`src/rtl/hazard_controller.sv`:
```
// hazard_controller
//   Pipeline hazard unit for an in-order core that resolves branches in ID.
//   It detects load-use and branch-operand hazards, stalls for one or two
//   cycles, flushes IF/ID on a taken branch and freezes the pipe while data
//   memory is busy. All outputs are combinational from the current state and
//   inputs, so the unit adds no latency.
//
// Ports
//   clk, rst_n                  clock, asynchronous active-low reset
//   IF_ID_RegisterRs1/Rs2       sources of the instruction in ID
//   IF_ID_UsesRs2               ID instruction reads rs2
//   IF_ID_Branch                ID instruction is a branch/jalr resolved in ID
//   branch_taken                ID branch/jump redirects the PC
//   ID_EX_MemRead/RegWrite/Rd   producer in EX
//   EX_MEM_MemRead/Rd           producer in MEM
//   dmem_busy                   data memory not ready
//   PC_Write, IF_ID_Write       front-end stage enables
//   IF_ID_Flush, ID_EX_Bubble   squash IF/ID instruction, zero ID/EX controls
//   Pipe_Freeze                 hold EX/MEM and MEM/WB
//
// Build option
//   HAZARD_PERF_EN adds saturating 16-bit counters stall_cycles and
//   flush_count. Without it those ports and their logic are absent.
module hazard_controller (
  input  logic       clk,
  input  logic       rst_n,
  input  logic [4:0] IF_ID_RegisterRs1,
  input  logic [4:0] IF_ID_RegisterRs2,
  input  logic       IF_ID_UsesRs2,
  input  logic       IF_ID_Branch,
  input  logic       branch_taken,
  input  logic       ID_EX_MemRead,
  input  logic       ID_EX_RegWrite,
  input  logic [4:0] ID_EX_RegisterRd,
  input  logic       EX_MEM_MemRead,
  input  logic [4:0] EX_MEM_RegisterRd,
  input  logic       dmem_busy,
  output logic       PC_Write,
  output logic       IF_ID_Write,
  output logic       IF_ID_Flush,
  output logic       ID_EX_Bubble,
  output logic       Pipe_Freeze
`ifdef HAZARD_PERF_EN
  ,
  output logic [15:0] stall_cycles,
  output logic [15:0] flush_count
`endif
);

  typedef enum logic [1:0] {RUN, HOLD, FREEZE} state_e;

  state_e     state_q, state_d;
  state_e     saved_q, saved_d;
  state_e     eff_state;
  logic [1:0] cnt_q, cnt_d;
  logic [1:0] hz_len;
  logic       ex_match, mem_match;
  logic       stall, flush;

  // x0 is hardwired zero and never creates a dependency.
  assign ex_match  = (ID_EX_RegisterRd != 5'd0) &&
                     ((ID_EX_RegisterRd == IF_ID_RegisterRs1) ||
                      (IF_ID_UsesRs2 && (ID_EX_RegisterRd == IF_ID_RegisterRs2)));
  assign mem_match = (EX_MEM_RegisterRd != 5'd0) &&
                     ((EX_MEM_RegisterRd == IF_ID_RegisterRs1) ||
                      (IF_ID_UsesRs2 && (EX_MEM_RegisterRd == IF_ID_RegisterRs2)));

  // Branch in ID needs its operands one stage earlier than an ALU op, so a
  // load feeding a branch costs two bubbles.
  always_comb begin
    hz_len = 2'd0;
    if (IF_ID_Branch && ID_EX_MemRead && ex_match)       hz_len = 2'd2;
    else if (ID_EX_MemRead && ex_match)                  hz_len = 2'd1;
    else if (IF_ID_Branch && ID_EX_RegWrite && ex_match) hz_len = 2'd1;
    else if (IF_ID_Branch && EX_MEM_MemRead && mem_match) hz_len = 2'd1;
  end

  // The first cycle out of FREEZE behaves exactly like the saved state, so
  // unfreezing never costs an extra bubble.
  assign eff_state = (state_q == FREEZE) ? saved_q : state_q;

  always_comb begin
    state_d      = state_q;
    saved_d      = saved_q;
    cnt_d        = cnt_q;
    stall        = 1'b0;
    flush        = 1'b0;
    PC_Write     = 1'b1;
    IF_ID_Write  = 1'b1;
    IF_ID_Flush  = 1'b0;
    ID_EX_Bubble = 1'b0;
    Pipe_Freeze  = 1'b0;
    if (!rst_n) begin
      PC_Write     = 1'b0;
      IF_ID_Write  = 1'b0;
      IF_ID_Flush  = 1'b1;
      ID_EX_Bubble = 1'b1;
    end else if (dmem_busy) begin
      // Remember where we came from only on entry; cnt is held.
      state_d     = FREEZE;
      if (state_q != FREEZE) saved_d = state_q;
      PC_Write    = 1'b0;
      IF_ID_Write = 1'b0;
      Pipe_Freeze = 1'b1;
    end else begin
      saved_d = RUN;
      case (eff_state)
        HOLD: begin
          stall   = 1'b1;
          cnt_d   = (cnt_q == 2'd0) ? 2'd0 : cnt_q - 2'd1;
          state_d = (cnt_d == 2'd0) ? RUN : HOLD;
        end
        default: begin
          if (hz_len != 2'd0) begin
            stall   = 1'b1;
            state_d = (hz_len == 2'd2) ? HOLD : RUN;
            cnt_d   = (hz_len == 2'd2) ? 2'd1 : 2'd0;
          end else begin
            state_d = RUN;
            flush   = branch_taken;
          end
        end
      endcase
      PC_Write     = ~stall;
      IF_ID_Write  = ~stall;
      ID_EX_Bubble = stall;
      IF_ID_Flush  = flush;
    end
  end

  always_ff @(posedge clk or negedge rst_n) begin
    if (!rst_n) begin
      state_q <= RUN;
      saved_q <= RUN;
      cnt_q   <= 2'd0;
    end else begin
      state_q <= state_d;
      saved_q <= saved_d;
      cnt_q   <= cnt_d;
    end
  end

`ifdef HAZARD_PERF_EN
  // stall/flush are only ever set in non-frozen, out-of-reset cycles.
  always_ff @(posedge clk or negedge rst_n) begin
    if (!rst_n) begin
      stall_cycles <= 16'd0;
      flush_count  <= 16'd0;
    end else begin
      if (stall && (stall_cycles != 16'hFFFF)) stall_cycles <= stall_cycles + 16'd1;
      if (flush && (flush_count != 16'hFFFF))  flush_count  <= flush_count + 16'd1;
    end
  end
`endif

endmodule
```
`config.mk`:
```
export PLATFORM = sky130hd
export DESIGN_NAME = hazard_controller
export DESIGN_NICKNAME = d
export VERILOG_FILES = /design/src/rtl/hazard_controller.sv
export SDC_FILE = /design/constraint.sdc
export NUM_CORES = 1
export LEC_CHECK = 0
export CAP_MARGIN = 20
export CORE_MARGIN = 2
export CORE_UTILIZATION = 40
export CTS_CLUSTER_DIAMETER = 200
export CTS_CLUSTER_SIZE = 25
export DETAILED_ROUTE_END_ITERATION = 7
export PLACE_DENSITY = 0.87
export SYNTH_ARGS = -nofsm -noshare
export SYNTH_HDL_FRONTEND = slang
export SYNTH_SLANG_ARGS = --single-unit
```
`constraint.sdc`:
```
create_clock -name clk -period 2.4 [get_ports clk]
set_input_delay 0.24 -clock clk [delete_from_list [all_inputs] [get_ports clk]]
set_output_delay 0.24 -clock clk [all_outputs]
set_load 0.01 [all_outputs]
```
* Word-level counts from Yosys, hierarchy flattened
Index checks and enable logic that the tools add are counted.
** Storage, ports and cells
- Register bits :: 6
- Input port bits :: 29
- Output and inout port bits :: 5
** Cells by class
- Add/sub/neg operators :: 1
- Equality and inequality tests :: 9
- Mux-type cells :: 29
- Bitwise logic cells :: 2
- Reductions and logical operators :: 21
** Operator list (number)
- 1-bit 2-to-1 mux :: 21
- 5-bit == test :: 4
- 2-bit 2-to-1 mux :: 8
- 1-bit logical AND :: 11
- 5-bit nonzero test :: 2
- 2-bit == test (second input constant) :: 2
- 2-bit logical NOT :: 2
- 2-bit nonzero test :: 2
- 3-bit AND reduction :: 1
- 2-bit by 1-bit == test with 1-bit output (second input constant) :: 1
- 1-bit logical OR :: 2
- 2-bit by 1-bit inequality test with 1-bit output (second input constant) :: 1
- 2-bit inequality test (second input constant) :: 1
- 1-bit inverter :: 2
- 2-bit AND reduction :: 1
- 2-bit by 1-bit subtractor with 2-bit output (second input constant) :: 1

* Logic depth before layout (Yosys ltp)
Gate-level depths: netlist (run 1).
- Depth in word-level cells :: 17
- Depth in mapped cells :: 7
- Gate-level depth less buffers :: 6

* Least setup slack after synthesis (run 1)
OpenSTA, ideal clock, no wires.
- Path type :: input port to output port
- From :: in ID_EX_RegisterRd[1]
- To :: out PC_Write
- Data arrival time :: 1.443 ns
- Required time :: 2.160 ns
- Setup slack :: 0.717 ns
- Stages on the path :: 5
- Buffers on the path :: 1
- Cell sequence :: or4_4 o21ai_1 o21ai_0 nor2_1 buf_4
** On the way
- Cells in the longest elaborated chain, start to end :: 16
- Elaborated cells between the ends (all ways) :: 20
- Those cells by class :: eq/ne (2); mux (9); bitwise (1); reduce/logical (8)
** RTL lines
- start, declared :: RTL line 34 : input logic [4:0] ID_EX_RegisterRd,
- 5-bit == test :: RTL line 63 : (IF_ID_UsesRs2 && (ID_EX_RegisterRd == IF_ID_RegisterRs2)));
- 1-bit logical AND :: RTL line 63
- 1-bit logical OR :: RTL line 62 : ((ID_EX_RegisterRd == IF_ID_RegisterRs1) ||
- 1-bit logical AND * :: RTL line 61 : assign ex_match = (ID_EX_RegisterRd != 5'd0) &&
- 1-bit logical AND :: RTL line 74 : else if (IF_ID_Branch && ID_EX_RegWrite && ex_match) hz_len = 2'd1;
- 1-bit 2-to-1 mux :: RTL line 74
- 1-bit 2-to-1 mux :: RTL line 73 : else if (ID_EX_MemRead && ex_match) hz_len = 2'd1;
- 2-bit 2-to-1 mux * :: RTL line 72 : if (IF_ID_Branch && ID_EX_MemRead && ex_match) hz_len = 2'd2;
- 2-bit nonzero test * :: RTL line 114 : if (hz_len != 2'd0) begin
- 1-bit 2-to-1 mux * :: RTL line 114
- 1-bit 2-to-1 mux * :: RTL line 107 : case (eff_state)
- 1-bit 2-to-1 mux * :: RTL line 98 : end else if (dmem_busy) begin
- 1-bit 2-to-1 mux * :: RTL line 93 : if (!rst_n) begin
- 1-bit inverter *
- 1-bit 2-to-1 mux * (2 in series)
- end, declared :: RTL line 38 : output logic PC_Write,
Mark *: on every way between the ends. The rest lies on a longest branch, timed or not. The select of a mux whose other input is x is not followed.

* Worst setup path in the final report (run 1)
- From :: in ID_EX_RegisterRd[2]
- To :: out IF_ID_Flush
** On the way
- Cells in the longest elaborated chain, start to end :: 13
- Elaborated cells between the ends (all ways) :: 17
- Those cells by class :: eq/ne (2); mux (7); reduce/logical (8)
** RTL lines
- 5-bit == test :: RTL line 63
- 1-bit logical AND :: RTL line 63
- 1-bit logical OR :: RTL line 62
- 1-bit logical AND * :: RTL line 61
- 1-bit logical AND :: RTL line 74
- 1-bit 2-to-1 mux :: RTL line 74
- 1-bit 2-to-1 mux :: RTL line 73
- 2-bit 2-to-1 mux * :: RTL line 72
- 2-bit nonzero test * :: RTL line 114
- 1-bit 2-to-1 mux * :: RTL line 114
- 1-bit 2-to-1 mux * :: RTL line 107
- 1-bit 2-to-1 mux * :: RTL line 98
- 1-bit 2-to-1 mux * :: RTL line 93
- end, declared :: RTL line 40 : output logic IF_ID_Flush,
Mark *: on every way between the ends. The rest lies on a longest branch, timed or not.

==> impl_results.md, run 1 <==
- Number of synthesized flops with an enable pin: 0
- Yosys warns: 0
- Part of the power in registers: 32.2%
- Post-route fraction of the period consumed by the critical path: 94.9%
- Number of pins with negative max-slew slack in the final report: 0
- Portion of total power attributed to the clock network: 26.3%
- Post-CTS Setup Repair Bufs: 0
- Ys async rst share: 100%
- Portion of synthesized cell area occupied by the leading cell type: 28.9%
- Cells taking the most area after synthesis: sky130_fd_sc_hd__xnor2_1, sky130_fd_sc_hd__dfrtp_1, sky130_fd_sc_hd__nand2_1
- Effective utilization at floorplan: 41.7%
- Worst voltage drop across the vdd grid: 310 uV
- Run status: finished, final reports clean
- Critical Path Source: ID_EX_RegisterRd[2]
- Final wirelength: 1740 um
- Net count of the finished layout: 144
- Start of the worst register-to-register path: state_q[0]
- Logic pwr share: 41.5%
- Class of the most critical hold timing path: primary input to async pin
- P_sw: 99.2 uW
- Main synth FF type: sky130_fd_sc_hd__dfrtp_1
- Clock-pin slew reported for the worst setup and hold paths after clock tree synthesis: 0.05 ns
- Sw Ratio: 28.3%
- Nature of the critical path startpoint: primary input
- DP Area: 990 um2
- Number of optimization iterations in the first detailed-route pass: 4
- CTS HTree Levels: 1
- Wire length of the first global-routing pass: 2940 um
- Initial antenna violation count: 0
- Arrival time worst endpoint: 2.04 ns
- Number of antenna cells inserted: 0
- Data required time of the worst path: 2.16 ns
- Most frequent cell after synthesis: sky130_fd_sc_hd__xnor2_1
- Remaining design rule violation count: 0
- Pin slew with the least headroom to its limit: 0.445 ns
- Routed wire per std cell: 13.5 um
- Remaining antenna violation count: 0
- Leakage dissipation: 0.000382 uW
- Detailed-route vias per instance: 5.40
- Number of top-level pins: 34
- Normalized max-slew margin: 70.0%
- Synth area leader: sky130_fd_sc_hd__xnor2_1
- Number of rows created at floorplan: 14
- Maximum frequency from static timing analysis: 439 MHz
- Input/output buffers: 33
- Largest fanout on the critical path: 3
- Clock buffer count from CTS: 3
- Most numerous cell types in the synthesized netlist: sky130_fd_sc_hd__xnor2_1, sky130_fd_sc_hd__nand2_1, sky130_fd_sc_hd__dfrtp_1
- Clock latency at the later pin of the worst-skew pair: 0.24 ns
- Max clock buf depth: 2
- Via count of the first global-routing pass: 726
- TritonCTS clock tree: done
- RSZ-0062 raised after global routing: no
- Die area: 0.00184 mm2
- Final HPWL DP: 1450 um
- Buffer type at the clock tree root: sky130_fd_sc_hd__clkbuf_4
- Design internal power: 252 uW
- Cells after synthesis: 73
- Fin. Hold Viols: 0
- Fill cell total of the finished layout: 121
- Classification of the worst setup path: primary input to primary output
- Vert. Die Dim: 42.9 um
- Syn avg cell area: 8.30 um2
- Number of unique standard cell types used by synthesis: 27
- Net count after synthesis: 102
- Power per Cell Area: 349 mW/mm2
- Initial DRC Count: 9
- Number of vias in the routed layout: 697
- Maximum number of pins on one net before global-route repair: 11
- Worst Setup End Kind: primary output
- Post-Route Setup TNS: 0 ns
- Synth Register Bits: 6
- Global router's overall resource usage: 21.6%
- Floorplan die width: 42.9 um
- Register area share after synthesis: 24.8%
- Layout Skew: 0.00454 ns
- Area grow syn2layout: 66.3%
- Number of max-cap violations: 0
- Share of post-route cells with drive strength above 1: 13.3%
- Period minus WS final: 2.28 ns
- Post-route design area: 0.00101 mm2
- Total gr overflow: 0
- Routability cong.: 0.905
- Sinks on the clock net: 6
- Cell area after technology mapping: 606 um2
- Total of endpoints with negative setup slack in the final report: 0
- Placeable Area: 0.00145 mm2
[state kept, by name, summed over array words and instances, names as in the netlist]
name / count
state_q: 2
saved_q: 2
cnt_q: 2
[power by group through the flow]
stage / registers [uW] / logic, uW / clock network (uW)
floorplan: 113 / 62.1 / 0
global placement: 113 / 146 / 0
detailed placement: 114 / 148 / 0
CTS: 113 / 147 / 100
global route: 114 / 159 / 102
finish: 113 / 146 / 92.4
[kinds of logic after synthesis]
kind of cell	after synthesis	share of synthesized area (%)
AOI/OAI and AO/OA	20	22.5
buffers and inverters	3	2.48
muxes	1	1.86
DFF	6	24.8
and+or+nand+nor	23	19.4
xor gates and xnor gates	20	28.9
[worst paths after layout]
kind / depth (start not counted) / slack (ns) / to
setup / recovery: 6 / 0.12 / IF_ID_Flush
hold reg to reg: 1 / 0.50 / saved_q[0]
setup reg to reg: 5 / 0.84 / cnt_q[0]
hold / removal: 1 / 0.20 / cnt_q[1]
min in group clk: 1 / 0.50 / saved_q[0]
max in group asynchronous: 2 / 1.84 / saved_q[0]
[final cells by class]
type	instances	area [um2]	share of cell area [%]
clock buffer	3	22.5	2.24
timing repair buffer	39	367	36.4
inverter	1	3.75	0.373
multi-input combinational	64	444	44.1
tap	16	20.0	1.99
sequential	6	150	14.9
[per-layer routing]
layer	vias to the layer above	wire length, um	GRT usage, %	part of all wire [%]
met1	320	724	24.3	42
met3	4	121	3.40	6.9
met4	0	38	15.6	2.2
met2	32	859	36.4	49
met5	-	0	0	0
li1	341	-	-	-
[cells in the final DEF (no fill, tap or decap)]
master and count:
sky130_fd_sc_hd__clkdlybuf4s50_1 29, sky130_fd_sc_hd__clkbuf_2 1, sky130_fd_sc_hd__nand4bb_1 1, sky130_fd_sc_hd__or4_4 1
sky130_fd_sc_hd__nand2_1 10, sky130_fd_sc_hd__nand2b_1 2, sky130_fd_sc_hd__o21a_1 1, sky130_fd_sc_hd__a22o_1 1
sky130_fd_sc_hd__o21ai_2 1, sky130_fd_sc_hd__a21oi_1 5, sky130_fd_sc_hd__o211ai_2 1, sky130_fd_sc_hd__o21ai_0 4
sky130_fd_sc_hd__xnor2_1 20, sky130_fd_sc_hd__dfrtp_1 6, sky130_fd_sc_hd__o22ai_2 1, sky130_fd_sc_hd__o22ai_1 1
sky130_fd_sc_hd__a21boi_0 1, sky130_fd_sc_hd__mux2_2 1, sky130_fd_sc_hd__buf_4 6, sky130_fd_sc_hd__o21ai_1 1
sky130_fd_sc_hd__nor3_1 1, sky130_fd_sc_hd__dlygate4sd2_1 3, sky130_fd_sc_hd__a41oi_1 1, sky130_fd_sc_hd__inv_1 1
sky130_fd_sc_hd__o32a_1 1, sky130_fd_sc_hd__a21o_1 1, sky130_fd_sc_hd__nor2_1 3, sky130_fd_sc_hd__and2_1 1
sky130_fd_sc_hd__clkbuf_4 3, sky130_fd_sc_hd__nand4_1 2, sky130_fd_sc_hd__nand3_1 2
[critical path, stage by stage]
cell                              delay [ns]
sky130_fd_sc_hd__clkdlybuf4s50_1        0.49
sky130_fd_sc_hd__or4_4                  0.55
sky130_fd_sc_hd__o21ai_1                0.20
sky130_fd_sc_hd__o21ai_2                0.11
sky130_fd_sc_hd__o21ai_0                0.16
sky130_fd_sc_hd__dlygate4sd2_1          0.28
[timing repair]
item / in CTS / in global routing
resized for setup: 5 / 4
endpoints found under the setup margin: 4 / 2
hold buffers: 0 / 0
cloned: 0 / 0
pin swaps: 0 / 0
[per-stage QoR]
step	util (%)	hold WS [ns]	total power (uW)	cells	worst slack [ns]
2_1_floorplan	-	-0.0556	175	73	0.717
3_3_place_gp	68.1	0.454	259	126	-0.184
3_5_place_dp	68.1	0.457	263	126	-0.177
4_1_cts	69.3	0.184	360	129	0.0796
5_1_grt	69.3	0.199	374	129	0.0253
6_report	69.3	0.198	351	129	0.123
(Power assumes the default switching activity.)
==> run 2: changes to the inputs <==
--- a/config.mk
+++ b/config.mk
@@ -9,7 +9,6 @@
 export CORE_MARGIN = 2
 export CORE_UTILIZATION = 40
 export CTS_CLUSTER_DIAMETER = 200
-export CTS_CLUSTER_SIZE = 25
 export DETAILED_ROUTE_END_ITERATION = 7
 export PLACE_DENSITY = 0.87
 export SYNTH_ARGS = -nofsm -noshare
==> results of run 2 <==
Final layout, timing and power as in run 1 (identical DEF).
==> run 3: changes to the inputs <==
--- a/config.mk
+++ b/config.mk
@@ -6,7 +6,6 @@
 export NUM_CORES = 1
 export LEC_CHECK = 0
 export CAP_MARGIN = 20
-export CORE_MARGIN = 2
 export CORE_UTILIZATION = 40
 export CTS_CLUSTER_DIAMETER = 200
 export DETAILED_ROUTE_END_ITERATION = 7
==> run 3 against run 2 <==
Against the previous run: flip-flop and latch count stayed put; fmax is 1.3% higher; total power is 0.89% higher; via count is 2.9% lower; global-route usage is 2.8 points higher; clock-buffer cell count stayed put; clock skew is 0.0056 ns higher.
==> impl_results.md, run 3 (synthesis results as in run 1) <==
- Run status: finished, final reports clean
- Pin slew with the least headroom to its limit: 0.474 ns
- Clock latency at the later pin of the worst-skew pair: 0.25 ns
- Class of the most critical hold timing path: primary input to async pin
- Number of optimization iterations in the first detailed-route pass: 4
- Period minus WS final: 2.25 ns
- Number of max-cap violations: 0
- Placeable Area: 0.00135 mm2
- Clock-pin slew reported for the worst setup and hold paths after clock tree synthesis: 0.05 ns
- Input/output buffers: 33
- Number of top-level pins: 34
- Nature of the critical path startpoint: primary input
- Final WS setup: 0.151 ns
- Area grow syn2layout: 67.4%
- Most common cell after layout, fill and taps aside: sky130_fd_sc_hd__clkdlybuf4s50_1
- Setup slack after placement: -0.126 ns
- Vert. Die Dim: 40.9 um
- Total power consumption of the routed design: 354 uW
- Remaining antenna violation count: 0
- Global router's overall resource usage: 24.4%
- Number of vias in the routed layout: 677
- Routed wire per std cell: 13.5 um
- Fill cell total of the finished layout: 95
- Portion of total power attributed to the clock network: 26.6%
- Number of rows created at floorplan: 13
- Clock buffer count from CTS: 3
- Effective utilization at floorplan: 44.9%
- Die area: 0.00167 mm2
- Register-to-Register Path Depth: 5
- Power per Cell Area: 349 mW/mm2
- TritonCTS clock tree: done
- Data required time of the worst path: 2.16 ns
- Routability cong.: 0.841
- Normalized max-slew margin: 68.1%
- Largest fanout on the critical path: 2
- RSZ-0062 raised after global routing: no
- Sinks on the clock net: 6
- FF-to-FF setup slack: 0.84 ns
- Maximum number of pins on one net before global-route repair: 10
- P_sw: 101 uW
- Layout Skew: 0.0102 ns
- Design internal power: 253 uW
- FF/Latch Area: 150 um2
- Max clock buf depth: 2
- CP max stage cell: sky130_fd_sc_hd__clkdlybuf4s50_1
- Number of antenna cells inserted: 0
- Floorplan die width: 40.9 um
- Part of the power in registers: 31.8%
- Leading registers by flop count: cnt_q (2), saved_q (2), state_q (2)
- Classification of the worst setup path: primary input to primary output
- Logic pwr share: 41.6%
- Worst Setup End Kind: primary output
- Final wirelength: 1740 um
- Post-CTS Setup Repair Bufs: 0
- Detailed-route vias per instance: 5.25
- Layout Cells excl Fill: 129
- Wire length of the first global-routing pass: 2650 um
- Start of the worst register-to-register path: state_q[0]
- Initial antenna violation count: 0
- CP peak stage delay: 0.44 ns
- Share of post-route cells with drive strength above 1: 12.3%
- Sw Ratio: 28.5%
- Arrival time worst endpoint: 2.01 ns
- Leakage dissipation: 0.000385 uW
- Post-Route Setup TNS: 0 ns
- Worst voltage drop across the vdd grid: 316 uV
- Initial DRC Count: 9
- Net count of the finished layout: 145
- # placed instances: 126
- CTS HTree Levels: 1
- Endpoint of the worst-slack reg-to-reg timing path: cnt_q[0]
- Number of pins with negative max-slew slack in the final report: 0
- Number of buffer and inverter stages on the critical path: 3
- Area taken by multi-input logic gates: 440 um2
- Total of endpoints with negative setup slack in the final report: 0
- Ordered cell list for the critical path: clkdlybuf4s50_1, buf_4, xnor2_1, nand4_1, o22ai_2, o21ai_1, o21a_1, o21ai_0, dlygate4sd2_1
- Buffer type at the clock tree root: sky130_fd_sc_hd__clkbuf_4
- CP top delay family: buffers and inverters
- Fin. Hold Viols: 0
- Via count of the first global-routing pass: 622
- Worst hold margin: 0.216 ns
- Total gr overflow: 0
- Final HPWL DP: 1450 um
- Maximum frequency from static timing analysis: 445 MHz
- Post-route fraction of the period consumed by the critical path: 93.7%
- Most frequent cells in the layout: sky130_fd_sc_hd__clkdlybuf4s50_1, sky130_fd_sc_hd__xnor2_1, sky130_fd_sc_hd__nand2_1, sky130_fd_sc_hd__buf_4, sky130_fd_sc_hd__dfrtp_1
- Remaining design rule violation count: 0
[run 3: timing repair]
item | CTS | global route
endpoints found under the setup margin | 4 | 1
hold buffers | 0 | 0
gates resized for setup | 4 | 1
pin swaps | 1 | 0
[run 3: worst max-delay path by stage]
stage	start	to	slack, ns	cells past startpoint
5_1_grt	ID_EX_RegisterRd[2]	ID_EX_Bubble	0.02	9
6_report	ID_EX_RegisterRd[2]	ID_EX_Bubble	0.15	9
3_3_place_gp	ID_EX_RegisterRd[2]	ID_EX_Bubble	-0.09	9
3_5_place_dp	ID_EX_RegisterRd[2]	IF_ID_Write	-0.13	6
2_1_floorplan	ID_EX_RegisterRd[1]	PC_Write	0.72	5
4_1_cts	ID_EX_RegisterRd[2]	IF_ID_Flush	0.11	9
[run 3: power groups by stage]
stage	clock, uW	sequential, uW	combinational, uW
floorplan	0	113	62.1
global placement	0	114	146
detailed placement	0	114	150
CTS	99.2	112	147
global route	105	113	161
finish	94.3	113	147
[run 3: final cells by class]
class | instances | area share (%)
timing repair buffer | 40 | 37.3
clock buffer | 3 | 2.22
multi-input combinational | 64 | 43.5
sequential | 6 | 14.8
inverter | 1 | 0.370
tap | 15 | 1.85
[run 3: metrics by stage]
stage	instance area (um2)	util (%)
floorplan	606	-
global placement	996	73.8
detailed placement	996	73.8
CTS	1010	75.1
global route	1010	75.1
finish	1010	75.1
[run 3: per-layer routing]
layer  vias up  share of wire [%]  track usage, %  wire (um)
li1        341                  -               -          -
met1       311                 44            32.5        763
met2        23                 49            38.7        846
met3         2                6.3            7.61        110
met4         0                1.1            4.17         19
met5         -                  0               0          0
